### config.mk
export PLATFORM = sky130hd
export DESIGN_NAME = poolb_dp_nunit_flat
export DESIGN_NICKNAME = d
export VERILOG_FILES = /design/src/rtl/poolb_dp_nunit_if.sv /design/src/rtl/poolb_dp_nunit.sv /design/src/flat_wrapper.sv
export SDC_FILE = /design/constraint.sdc
export NUM_CORES = 1
export LEC_CHECK = 0
export CORE_UTILIZATION = 54
export CTS_CLUSTER_SIZE = 25
export DETAILED_ROUTE_END_ITERATION = 10
export PLACE_DENSITY = 0.87
export SETUP_SLACK_MARGIN = 0.2
export SKIP_CTS_REPAIR_TIMING = 1
export SKIP_LAST_GASP = 1
export SLEW_MARGIN = 10
export SYNTH_ARGS = -nofsm -noshare
export SYNTH_HDL_FRONTEND = slang
export SYNTH_SLANG_ARGS = --single-unit
export TNS_END_PERCENT = 30
### constraint.sdc
create_clock -name clk -period 8.09 [get_ports clk]
set_input_delay 0.809 -clock clk [delete_from_list [all_inputs] [get_ports clk]]
set_output_delay 0.809 -clock clk [all_outputs]
set_load 0.05 [all_outputs]
### src/rtl/poolb_dp_nunit_if.sv
// -----------------------------------------------------------------------------
// poolb_dp_nunit_if
// Stream bundle for the 2x2 stride-2 pooling datapath.
//   Input side : in_valid / in_ready handshake, data_in_A (row A column sample
//                per lane), data_in_B (row B column sample per lane).
//   Output side: out_valid / out_ready handshake, data_out (pooled value per
//                lane), out_last (final result of a frame).
//   Lane k occupies bits [k*DATA_WIDTH +: DATA_WIDTH] of every packed vector.
// Modports:
//   master - the surrounding logic (drives beats, accepts results)
//   slave  - the pooling block itself
// -----------------------------------------------------------------------------
interface poolb_dp_nunit_if #(
   parameter int DATA_WIDTH = 32,
   parameter int NUM_UNITS  = 3
);
   logic                            in_valid;
   logic                            in_ready;
   logic [NUM_UNITS*DATA_WIDTH-1:0] data_in_A;
   logic [NUM_UNITS*DATA_WIDTH-1:0] data_in_B;
   logic                            out_valid;
   logic                            out_ready;
   logic [NUM_UNITS*DATA_WIDTH-1:0] data_out;
   logic                            out_last;

   modport master (
      output in_valid, data_in_A, data_in_B, out_ready,
      input  in_ready, out_valid, data_out, out_last
   );

   modport slave (
      input  in_valid, data_in_A, data_in_B, out_ready,
      output in_ready, out_valid, data_out, out_last
   );
endinterface

### src/rtl/poolb_dp_nunit.sv
// -----------------------------------------------------------------------------
// poolb_dp_nunit
// 2x2 stride-2 pooling over NUM_UNITS parallel channel lanes. Each accepted
// beat is one column of two adjacent rows (A, B). Even columns are reduced into
// a per-lane partial; the following odd column completes the 2x2 window and
// loads the output register. With an odd IFM_SIZE the last column of each row
// pair is accepted and dropped.
//
// Parameters:
//   DATA_WIDTH - signed sample width
//   IFM_SIZE   - feature-map width/height (>= 2)
//   NUM_UNITS  - number of lanes (>= 1)
//   POOL_MODE  - 0 = max, 1 = average (floor of sum/4)
// Ports:
//   clk   - rising-edge clock
//   reset - asynchronous, active-high
//   bus   - poolb_dp_nunit_if.slave (input beats in, pooled results out)
// Build option:
//   POOLB_RELU_EN - when defined, negative results are clamped to zero before
//                   they are loaded into the output register.
// -----------------------------------------------------------------------------
module poolb_dp_nunit #(
   parameter int DATA_WIDTH = 32,
   parameter int IFM_SIZE   = 10,
   parameter int NUM_UNITS  = 3,
   parameter int POOL_MODE  = 0
) (
   input logic              clk,
   input logic              reset,
   poolb_dp_nunit_if.slave  bus
);

   localparam int PW    = DATA_WIDTH + 1;   // partial sum A+B
   localparam int SW    = DATA_WIDTH + 2;   // full 4-sample sum
   localparam int COL_W = $clog2(IFM_SIZE);
   localparam int RP_N  = IFM_SIZE / 2;
   localparam int RP_W  = (RP_N > 1) ? $clog2(RP_N) : 1;
   localparam bit ODD_SIZE = (IFM_SIZE % 2) == 1;

   localparam logic [COL_W-1:0] COL_MAX  = COL_W'(IFM_SIZE - 1);
   localparam logic [COL_W-1:0] LAST_COL = COL_W'(2 * RP_N - 1);
   localparam logic [RP_W-1:0]  RP_MAX   = RP_W'(RP_N - 1);

   typedef enum logic {ST_FIRST, ST_SECOND} state_t;

   function automatic logic signed [DATA_WIDTH-1:0] smax(
      input logic signed [DATA_WIDTH-1:0] x,
      input logic signed [DATA_WIDTH-1:0] y
   );
      return (x > y) ? x : y;
   endfunction

   // Reduction of one column (rows A and B) into the partial register.
   function automatic logic signed [PW-1:0] pair_value(
      input logic signed [DATA_WIDTH-1:0] a,
      input logic signed [DATA_WIDTH-1:0] b
   );
      logic signed [DATA_WIDTH-1:0] m;
      if (POOL_MODE == 1) begin
         return {a[DATA_WIDTH-1], a} + {b[DATA_WIDTH-1], b};
      end
      m = smax(a, b);
      return {m[DATA_WIDTH-1], m};
   endfunction

`ifdef POOLB_RELU_EN
   function automatic logic signed [DATA_WIDTH-1:0] relu(
      input logic signed [DATA_WIDTH-1:0] v
   );
      return (v < 0) ? '0 : v;
   endfunction
`endif

   // Completes the 2x2 window. The average path keeps two guard bits so the
   // arithmetic shift always lands back inside DATA_WIDTH.
   function automatic logic signed [DATA_WIDTH-1:0] final_value(
      input logic signed [PW-1:0]         p,
      input logic signed [DATA_WIDTH-1:0] a,
      input logic signed [DATA_WIDTH-1:0] b
   );
      logic signed [SW-1:0]         sum;
      logic signed [SW-1:0]         shr;
      logic signed [DATA_WIDTH-1:0] res;
      if (POOL_MODE == 1) begin
         sum = {p[PW-1], p} + {{2{a[DATA_WIDTH-1]}}, a} + {{2{b[DATA_WIDTH-1]}}, b};
         shr = sum >>> 2;
         res = shr[DATA_WIDTH-1:0];
      end else begin
         res = smax($signed(p[DATA_WIDTH-1:0]), smax(a, b));
      end
`ifdef POOLB_RELU_EN
      res = relu(res);
`endif
      return res;
   endfunction

   state_t                       state;
   state_t                       state_nxt;
   logic [COL_W-1:0]             col;
   logic [RP_W-1:0]              rp;
   logic                         accept;
   logic                         drop_col;
   logic                         load_part;
   logic                         load_out;
   logic                         is_last;

   logic signed [DATA_WIDTH-1:0] a_s       [NUM_UNITS];
   logic signed [DATA_WIDTH-1:0] b_s       [NUM_UNITS];
   logic signed [PW-1:0]         pair_s    [NUM_UNITS];
   logic signed [DATA_WIDTH-1:0] fin_s     [NUM_UNITS];

   logic signed [PW-1:0]         partial_p0 [NUM_UNITS];
   logic signed [DATA_WIDTH-1:0] result_p1  [NUM_UNITS];
   logic                         vld_p1;
   logic                         last_p1;
   logic [NUM_UNITS*DATA_WIDTH-1:0] data_out_w;

   // Stall only while a result is held and downstream refuses it.
   assign bus.in_ready = !(vld_p1 && !bus.out_ready);
   assign accept       = bus.in_valid && bus.in_ready;
   assign drop_col     = ODD_SIZE && (col == COL_MAX);
   assign is_last      = (col == LAST_COL) && (rp == RP_MAX);

   always_ff @(posedge clk or posedge reset) begin
      if (reset) begin
         state <= ST_FIRST;
      end else begin
         state <= state_nxt;
      end
   end

   always_comb begin
      state_nxt = state;
      case (state)
         ST_FIRST:  if (accept && !drop_col) state_nxt = ST_SECOND;
         ST_SECOND: if (accept)              state_nxt = ST_FIRST;
         default:                            state_nxt = ST_FIRST;
      endcase
   end

   always_comb begin
      load_part = 1'b0;
      load_out  = 1'b0;
      if (accept) begin
         if (state == ST_SECOND) begin
            load_out = 1'b1;
         end else if (!drop_col) begin
            load_part = 1'b1;
         end
      end
   end

   always_ff @(posedge clk or posedge reset) begin
      if (reset) begin
         col <= '0;
         rp  <= '0;
      end else if (accept) begin
         if (col == COL_MAX) begin
            col <= '0;
            rp  <= (rp == RP_MAX) ? '0 : rp + 1'b1;
         end else begin
            col <= col + 1'b1;
         end
      end
   end

   // Stage 0: per-lane column reduction and window completion
   always_comb begin
      for (int k = 0; k < NUM_UNITS; k++) begin
         a_s[k]    = $signed(bus.data_in_A[k*DATA_WIDTH +: DATA_WIDTH]);
         b_s[k]    = $signed(bus.data_in_B[k*DATA_WIDTH +: DATA_WIDTH]);
         pair_s[k] = pair_value(a_s[k], b_s[k]);
         fin_s[k]  = final_value(partial_p0[k], a_s[k], b_s[k]);
      end
   end

   always_ff @(posedge clk or posedge reset) begin
      if (reset) begin
         for (int k = 0; k < NUM_UNITS; k++) begin
            partial_p0[k] <= '0;
         end
      end else if (load_part) begin
         for (int k = 0; k < NUM_UNITS; k++) begin
            partial_p0[k] <= pair_s[k];
         end
      end
   end

   // Stage 1: output register, held while downstream stalls
   always_ff @(posedge clk or posedge reset) begin
      if (reset) begin
         vld_p1  <= 1'b0;
         last_p1 <= 1'b0;
         for (int k = 0; k < NUM_UNITS; k++) begin
            result_p1[k] <= '0;
         end
      end else begin
         if (load_out) begin
            vld_p1  <= 1'b1;
            last_p1 <= is_last;
            for (int k = 0; k < NUM_UNITS; k++) begin
               result_p1[k] <= fin_s[k];
            end
         end else if (bus.out_ready) begin
            vld_p1 <= 1'b0;
         end
      end
   end

   always_comb begin
      data_out_w = '0;
      for (int k = 0; k < NUM_UNITS; k++) begin
         data_out_w[k*DATA_WIDTH +: DATA_WIDTH] = result_p1[k];
      end
   end

   assign bus.out_valid = vld_p1;
   assign bus.out_last  = last_p1;
   assign bus.data_out  = data_out_w;

endmodule
### src/flat_wrapper.sv
// flat-port wrapper written by rule: the top's interface ports become plain ports
module poolb_dp_nunit_flat 
#(
   parameter int DATA_WIDTH = 32,
   parameter int IFM_SIZE   = 10,
   parameter int NUM_UNITS  = 3,
   parameter int POOL_MODE  = 0
)
  (clk, reset, bus_in_valid, bus_data_in_A, bus_data_in_B, bus_out_ready, bus_in_ready, bus_out_valid, bus_data_out, bus_out_last);
  poolb_dp_nunit_if #(.DATA_WIDTH(DATA_WIDTH), .NUM_UNITS(NUM_UNITS)) bus_i ();
  input logic clk;
  input logic reset;
  input wire logic [$bits(bus_i.in_valid)-1:0] bus_in_valid;
  input wire logic [$bits(bus_i.data_in_A)-1:0] bus_data_in_A;
  input wire logic [$bits(bus_i.data_in_B)-1:0] bus_data_in_B;
  input wire logic [$bits(bus_i.out_ready)-1:0] bus_out_ready;
  output wire logic [$bits(bus_i.in_ready)-1:0] bus_in_ready;
  output wire logic [$bits(bus_i.out_valid)-1:0] bus_out_valid;
  output wire logic [$bits(bus_i.data_out)-1:0] bus_data_out;
  output wire logic [$bits(bus_i.out_last)-1:0] bus_out_last;
  assign bus_i.in_valid = bus_in_valid;
  assign bus_i.data_in_A = bus_data_in_A;
  assign bus_i.data_in_B = bus_data_in_B;
  assign bus_i.out_ready = bus_out_ready;
  assign bus_in_ready = bus_i.in_ready;
  assign bus_out_valid = bus_i.out_valid;
  assign bus_data_out = bus_i.data_out;
  assign bus_out_last = bus_i.out_last;
  poolb_dp_nunit #(.DATA_WIDTH(DATA_WIDTH), .IFM_SIZE(IFM_SIZE), .NUM_UNITS(NUM_UNITS), .POOL_MODE(POOL_MODE)) u_core (.clk(clk), .reset(reset), .bus(bus_i));
endmodule
==> impl_metrics.yaml, run 1 <==
global_route:
  grt_pass1_wl_um: 74600
  grt_pass1_vias: 14700
  grt_antenna_before_repair: 0
  met1_usage_pct: 40.5
  grt_overflow: 0
  grt.busiest_layer: "met2"
  grt_max_degree: 122
  grtUsageMet3_pct: 4.29
  met2_usage_pct: 49.1
  track_usage_pct: 30.2
critical_path:
  critPathLaunchType: "input pin"
  cp.arrival_ps: 6660
  critPathKind: "in2reg"
  cp_data_required_time_ps: 8440
  endpoint_kind: "flip-flop"
  crit_fanout: 32
  crit_slowest_cell: "o21a_1"
  crit_path_max_incr_delay_ps: 900
  path_cells: "clkdlybuf4s50_1 > inv_1 > ha_1 > nand4_1 > nor4_1 > inv_1 > o21ai_2 > o21a_1 > o221ai_1 > ha_1 > nand4_1 > or3_1 > a21oi_1 > nor4b_1 > o211ai_1 > mux2_2 > a2bb2oi_1 > o31ai_1"
timing:
  drv_slew: 0
  fmax_mhz: 158
  hold_viol_final: 0
  finalCriticalPeriod_ps: 6310
  slew_headroom_pct: 24.7
  finClkSkew_ps: 13.5
  setup_tns_ps: 0
  setup_viol: 0
  period_share_pct: 78.0
  rsz0062_at_grt: "no"
  worst_slew_pin_slew_ps: 1130
  worst_slack_ps: 1780
finish:
  drive_gt1_share_pct: 6.81
  final_cells: 2365
  final_nets: 2358
  stdcell_area_um2: 19700
  layout.cells.most_common: "clkdlybuf4s50_1"
  diodes: 0
  area_growth_pct: 25.0
  most-common-layout-cells: "294 x clkdlybuf4s50_1, 202 x dfrtp_1, 194 x ha_1, 173 x inv_1, 159 x nand2_1"
detailed_routing:
  dr.pass1.iters: 5
  routed_wl_um: 45900
  drtIter0Drc: 1414
  vias_per_cell: 6.36
  final_antenna_net_count: 0
  detail_route.wl_per_cell_um: 19.4
  via_count: 15000
  drc: 0
floorplan:
  rows: 62
  start_util_pct: 54.9
  fp.dieW_um: 173
  ios: 295
  die_h_um: 173
  design.die.area_um2: 29900
  coreArea_um2: 28700
power:
  p_total_uw: 7220
  peakVddDrop_uv: 251
  leakage_uw: 0.00863
  powerDensity_nw_per_um2: 366
cts:
  cts_tree: "built"
  h-tree-depth: 1
  cts_sinks: 202
  insertion_delay_ps: 510
  path_clk_slew_ps: 60
  numCtsBuffers: 23
  clockBufferDepth: 3
  cts-root-buf: "clkbuf_16"
worst_hold_path:
  hp-class: "reg2reg"
job:
  maxCapViolations: 0
synth:
  synth_cell_types: 58
  yosys_warnings: 0
  synth_ff_type: "dfrtp_1"
  postSynthCellCount: 1737
  synthArstFlopShare_pct: 100
  synth_edf_count: 0
  ys_seq_area_share_pct: 32.1
  netlist_area_um2: 15800
  synth_area_per_cell_um2: 9.07
  syn_nets: 2129
  synth-seq-cells: 202
place:
  gp_congestion: 0.928
  io_buffers: 294
  pre_cts_ws_ps: 1340
  hpwl_um: 33400
  placed_area_um2: 18900
  dpl.cell_count: 2325
outcome:
  status: "completed"
==> layout make-up <==
class,instances,area [um^2]
clock buffer,34,667
timing repair buffer,316,3110
tap,384,480
fill,2216,9010
multi-input combinational,1247,9630
inverter,176,671
clock inverter,6,82.6
sequential,202,5050
==> where the power goes <==
group | internal [uW] | total (uW) | switching [uW]
Clock | 631 | 1050 | 416
Sequential | 1520 | 1910 | 396
Combinational | 1640 | 4260 | 2610
==> state kept, by name (all words and copies together), names as in the netlist <==
name / cells
u_core.rp: 3
u_core.bus.out_last: 1
u_core.state: 1
u_core.bus.out_valid: 1
u_core.col: 4
u_core.partial_p0: 96
u_core.bus.data_out: 96
==> synthesized netlist by cell type (10+ instances only) <==
| cell | n | area (um^2) |
|---|---|---|
| nand2_1 | 160 | 601 |
| dfrtp_1 | 202 | 5050 |
| a21o_1 | 23 | 173 |
| ha_1 | 196 | 2450 |
| o221ai_2 | 30 | 450 |
| a221oi_2 | 30 | 450 |
| o22ai_1 | 65 | 407 |
| mux2i_1 | 65 | 651 |
| a21oi_1 | 116 | 581 |
| a31oi_1 | 32 | 200 |
| nor2b_1 | 39 | 244 |
| nand4_1 | 48 | 300 |
| o221ai_1 | 32 | 280 |
| buf_2 | 25 | 125 |
| nor2_1 | 48 | 180 |
| clkbuf_1 | 79 | 297 |
| o31ai_1 | 64 | 480 |
| nand2b_1 | 36 | 225 |
| inv_1 | 175 | 657 |
| o21ai_1 | 31 | 155 |
| o32ai_1 | 31 | 272 |
| nand3_1 | 36 | 180 |
| nor3_1 | 10 | 50.1 |
| o21ai_0 | 24 | 120 |
| a2bb2oi_1 | 64 | 561 |
==> path summary, 6_finish.rpt <==
| kind | startpoint | end | slack [ps] | cells after the start |
|---|---|---|---|---|
| hold / removal | u_core.bus.out_last$_DFFE_PP0P_ | u_core.bus.out_last$_DFFE_PP0P_ | 490 | 1 |
| setup / recovery | bus_data_in_B[95] | u_core.bus.data_out[69]$_DFFE_PP0P_ | 1780 | 18 |
| max in group asynchronous | reset | u_core.partial_p0[69]$_DFFE_PP0P_ | 5560 | 3 |
| min in group asynchronous | reset | u_core.bus.data_out[89]$_DFFE_PP0P_ | 860 | 2 |
| setup reg to reg | u_core.partial_p0[80]$_DFFE_PP0P_ | u_core.bus.data_out[31]$_DFFE_PP0P_ | 4840 | 9 |
| hold reg to reg | u_core.bus.out_last$_DFFE_PP0P_ | u_core.bus.out_last$_DFFE_PP0P_ | 490 | 1 |
==> cells by family after synthesis <==
family          Yosys count  synth area share [%]
xor+xnor                  2                 0.111
simple gates            399                  12.3
flops                   202                  32.1
buf+inv                 288                  7.28
compound gates          580                  28.2
mux                      70                  4.49
fa+ha+maj               196                  15.6
==> critical path: cells and delay by family <==
family / cells / cell delay [ps]
and+or+nand+nor: 5 / 1330
AOI/OAI and AO/OA: 7 / 2360
buffers and inverters: 3 / 660
adders and majority gates: 2 / 780
muxes: 1 / 700
==> per-stage QoR <==
| stage | utilization, % | hold WS [ps] |
|---|---|---|
| finish | 68.6 | 491 |
| global route | 68.6 | 517 |
| CTS | 68.6 | 492 |
| detailed placement | 66.0 | 478 |
| global placement | 66.0 | 474 |
| floorplan | - | 473 |
==> metal layers <==
metal / vias to the layer above / share of wire [%]
met1: 7267 / 43
met2: 652 / 47
li1: 6996 / -
met5: - / 0
met4: 0 / 3.7
met3: 121 / 7.1
Power figures use the tool's default switching activity.
==> run 2: changes to the inputs <==
--- a/config.mk
+++ b/config.mk
@@ -5,10 +5,10 @@
 export SDC_FILE = /design/constraint.sdc
 export NUM_CORES = 1
 export LEC_CHECK = 0
-export CORE_UTILIZATION = 54
+export CORE_UTILIZATION = 49
 export CTS_CLUSTER_SIZE = 25
 export DETAILED_ROUTE_END_ITERATION = 10
-export PLACE_DENSITY = 0.87
+export PLACE_DENSITY = 0.84
 export SETUP_SLACK_MARGIN = 0.2
 export SKIP_CTS_REPAIR_TIMING = 1
 export SKIP_LAST_GASP = 1
==> constraint.sdc (replaced) <==
create_clock -name clk -period 5.5 [get_ports clk]
set_input_delay 0.55 -clock clk [delete_from_list [all_inputs] [get_ports clk]]
set_output_delay 0.55 -clock clk [all_outputs]
set_load 0.05 [all_outputs]
==> run 2 against run 1 <==
Effect of this change:
- via count up 1.1%
- combinational power grew 60%
- wire length increased by 3.9%
- non-clock buffer count rose by 101
- design area up 5.5%
- register-to-register slack got worse by 2300 ps
- flip-flop and latch count unchanged
- clock skew grew 0.75 ps
- first-iteration DRC count is 30% lower
- hold slack worse by 77 ps
- critical path type unchanged
==> impl_metrics.yaml, run 2 (synthesized netlist as in run 1, its figures left out) <==
outcome:
  status: "completed"
floorplan:
  design.die.area_um2: 32900
  fp.dieW_um: 181
  rows: 65
  ios: 295
  coreArea_um2: 31600
  start_util_pct: 49.8
  die_h_um: 181
finish:
  drive_gt1_share_pct: 11.6
  final_nets: 2459
  area_growth_pct: 31.8
  layout.cells.most_common: "clkdlybuf4s50_1"
  most-common-layout-cells: "294 x clkdlybuf4s50_1, 202 x dfrtp_1, 194 x ha_1, 173 x inv_1, 158 x nand2_1"
  nFillCells: 2468
  diodes: 0
  stdcell_area_um2: 20800
critical_path:
  crit_path_frequent_cell: "buf_4"
  critPathKind: "in2reg"
  crit_slowest_cell: "clkdlybuf4s50_1"
  crit_fanout: 17
  path_buf_inv: 5
  cp_data_required_time_ps: 5880
  crit_path_max_incr_delay_ps: 500
  critPathLaunchType: "input pin"
  critical-path-top-delay-family: "compound AO/OA/AOI/OAI gates"
  cp.arrival_ps: 5600
  r2r_slack_ps: 2490
  path_cells: "clkdlybuf4s50_1 > inv_1 > ha_1 > nand4_1 > nor3_1 > a221o_1 > a211oi_4 > buf_4 > buf_4 > o32ai_1 > a221oi_2 > ha_1 > nand4_1 > nor2_1 > a221o_1 > nor3_2 > o211ai_1 > mux2i_2 > nand2b_2 > buf_4 > o21ai_1"
  endpoint_kind: "flip-flop"
timing:
  whs_ps: 414
  period_share_pct: 95.0
  worst_slack_ps: 277
  worst_slew_pin_slew_ps: 1010
  setup_viol: 0
  hold_viol_final: 0
  drv_slew: 0
  fmax_mhz: 191
  finClkSkew_ps: 14.2
  finalCriticalPeriod_ps: 5220
  rsz0062_at_grt: "yes"
  slew_headroom_pct: 32.9
detailed_routing:
  drtIter0Drc: 996
  final_antenna_net_count: 0
  via_count: 15200
  routed_wl_um: 47800
  dr.pass1.iters: 5
  detail_route.wl_per_cell_um: 19.2
  drc: 0
  vias_per_cell: 6.13
cts:
  numCtsBuffers: 23
  insertion_delay_ps: 510
  h-tree-depth: 1
  path_clk_slew_ps: 60
  clockBufferDepth: 3
  cts_tree: "built"
  cts-root-buf: "clkbuf_16"
  cts_sinks: 202
global_route:
  grt_antenna_before_repair: 0
  met2_usage_pct: 46.6
  grt_max_degree: 184
  grt_pass1_vias: 15000
  met1_usage_pct: 37.7
  grt_pass1_wl_um: 76500
  grt_overflow: 0
  track_usage_pct: 28.3
  grt.busiest_layer: "met2"
  grtUsageMet3_pct: 4.05
job:
  maxCapViolations: 0
place:
  placed_area_um2: 19900
  gp_congestion: 0.942
  io_buffers: 294
  hpwl_um: 34900
  pre_cts_ws_ps: -135
power:
  peakVddDrop_uv: 333
  powerDensity_nw_per_um2: 532
  leakage_uw: 0.00918
  p_total_uw: 11100
worst_hold_path:
  hp-class: "in2async"
==> run 2: worst reg2reg max path, stage by stage, from the launching register on <==
cell and delay, ps:
dfrtp_1 370, nand2b_1 110, and2_1 360, ha_4 690, buf_4 810, nand2b_2 220
buf_4 230, o21ai_1 140
==> run 2: report_power, final <==
group | switching, uW | total [uW] | internal [uW]
combinational | 4020 | 6810 | 2790
sequential | 568 | 2800 | 2230
clock | 609 | 1440 | 832
total | 5200 | 11100 | 5850
==> run 2: layer usage <==
layer  up-vias  wire [um]  part of all wire, %
met5         -          0                    0
met4         0       1590                  3.3
met3       107       2870                  6.0
met2       595      22700                   47
met1      7302      20600                   43
li1       7200          -                    -
==> run 2: area by class of cell <==
cell class,instances,area (um^2),share of cell area [%]
clock inverter,3,17.5,0.0843
clock buffer,35,671,3.23
timing repair buffer,417,4070,19.6
tap,402,503,2.42
multi-input combinational,1247,9790,47.1
inverter,176,667,3.21
sequential,202,5050,24.3
==> run 2: metrics by stage <==
stage | utilization (%) | instances | setup TNS, ps
finish | 65.7 | 2482 | 0
global placement | 62.9 | 2443 | -235
CTS | 65.1 | 2481 | 0
detailed placement | 62.9 | 2443 | -3100
floorplan | - | 1737 | 0
global route | 65.7 | 2482 | 0
==> run 2: final timing paths <==
check,startpoint,endpoint,cells past startpoint
worst max-delay path,bus_data_in_B[62],u_core.bus.data_out[40]$_DFFE_PP0P_,21
worst min-delay path,reset,u_core.partial_p0[19]$_DFFE_PP0P_,2
worst max register to register,u_core.bus.out_valid$_DFFE_PP0P_,u_core.bus.data_out[32]$_DFFE_PP0P_,7
worst min register to register,u_core.bus.data_out[78]$_DFFE_PP0P_,u_core.bus.data_out[78]$_DFFE_PP0P_,2
max in group asynchronous,reset,u_core.bus.data_out[9]$_DFFE_PP0P_,3
min in group clk,u_core.bus.data_out[78]$_DFFE_PP0P_,u_core.bus.data_out[78]$_DFFE_PP0P_,2
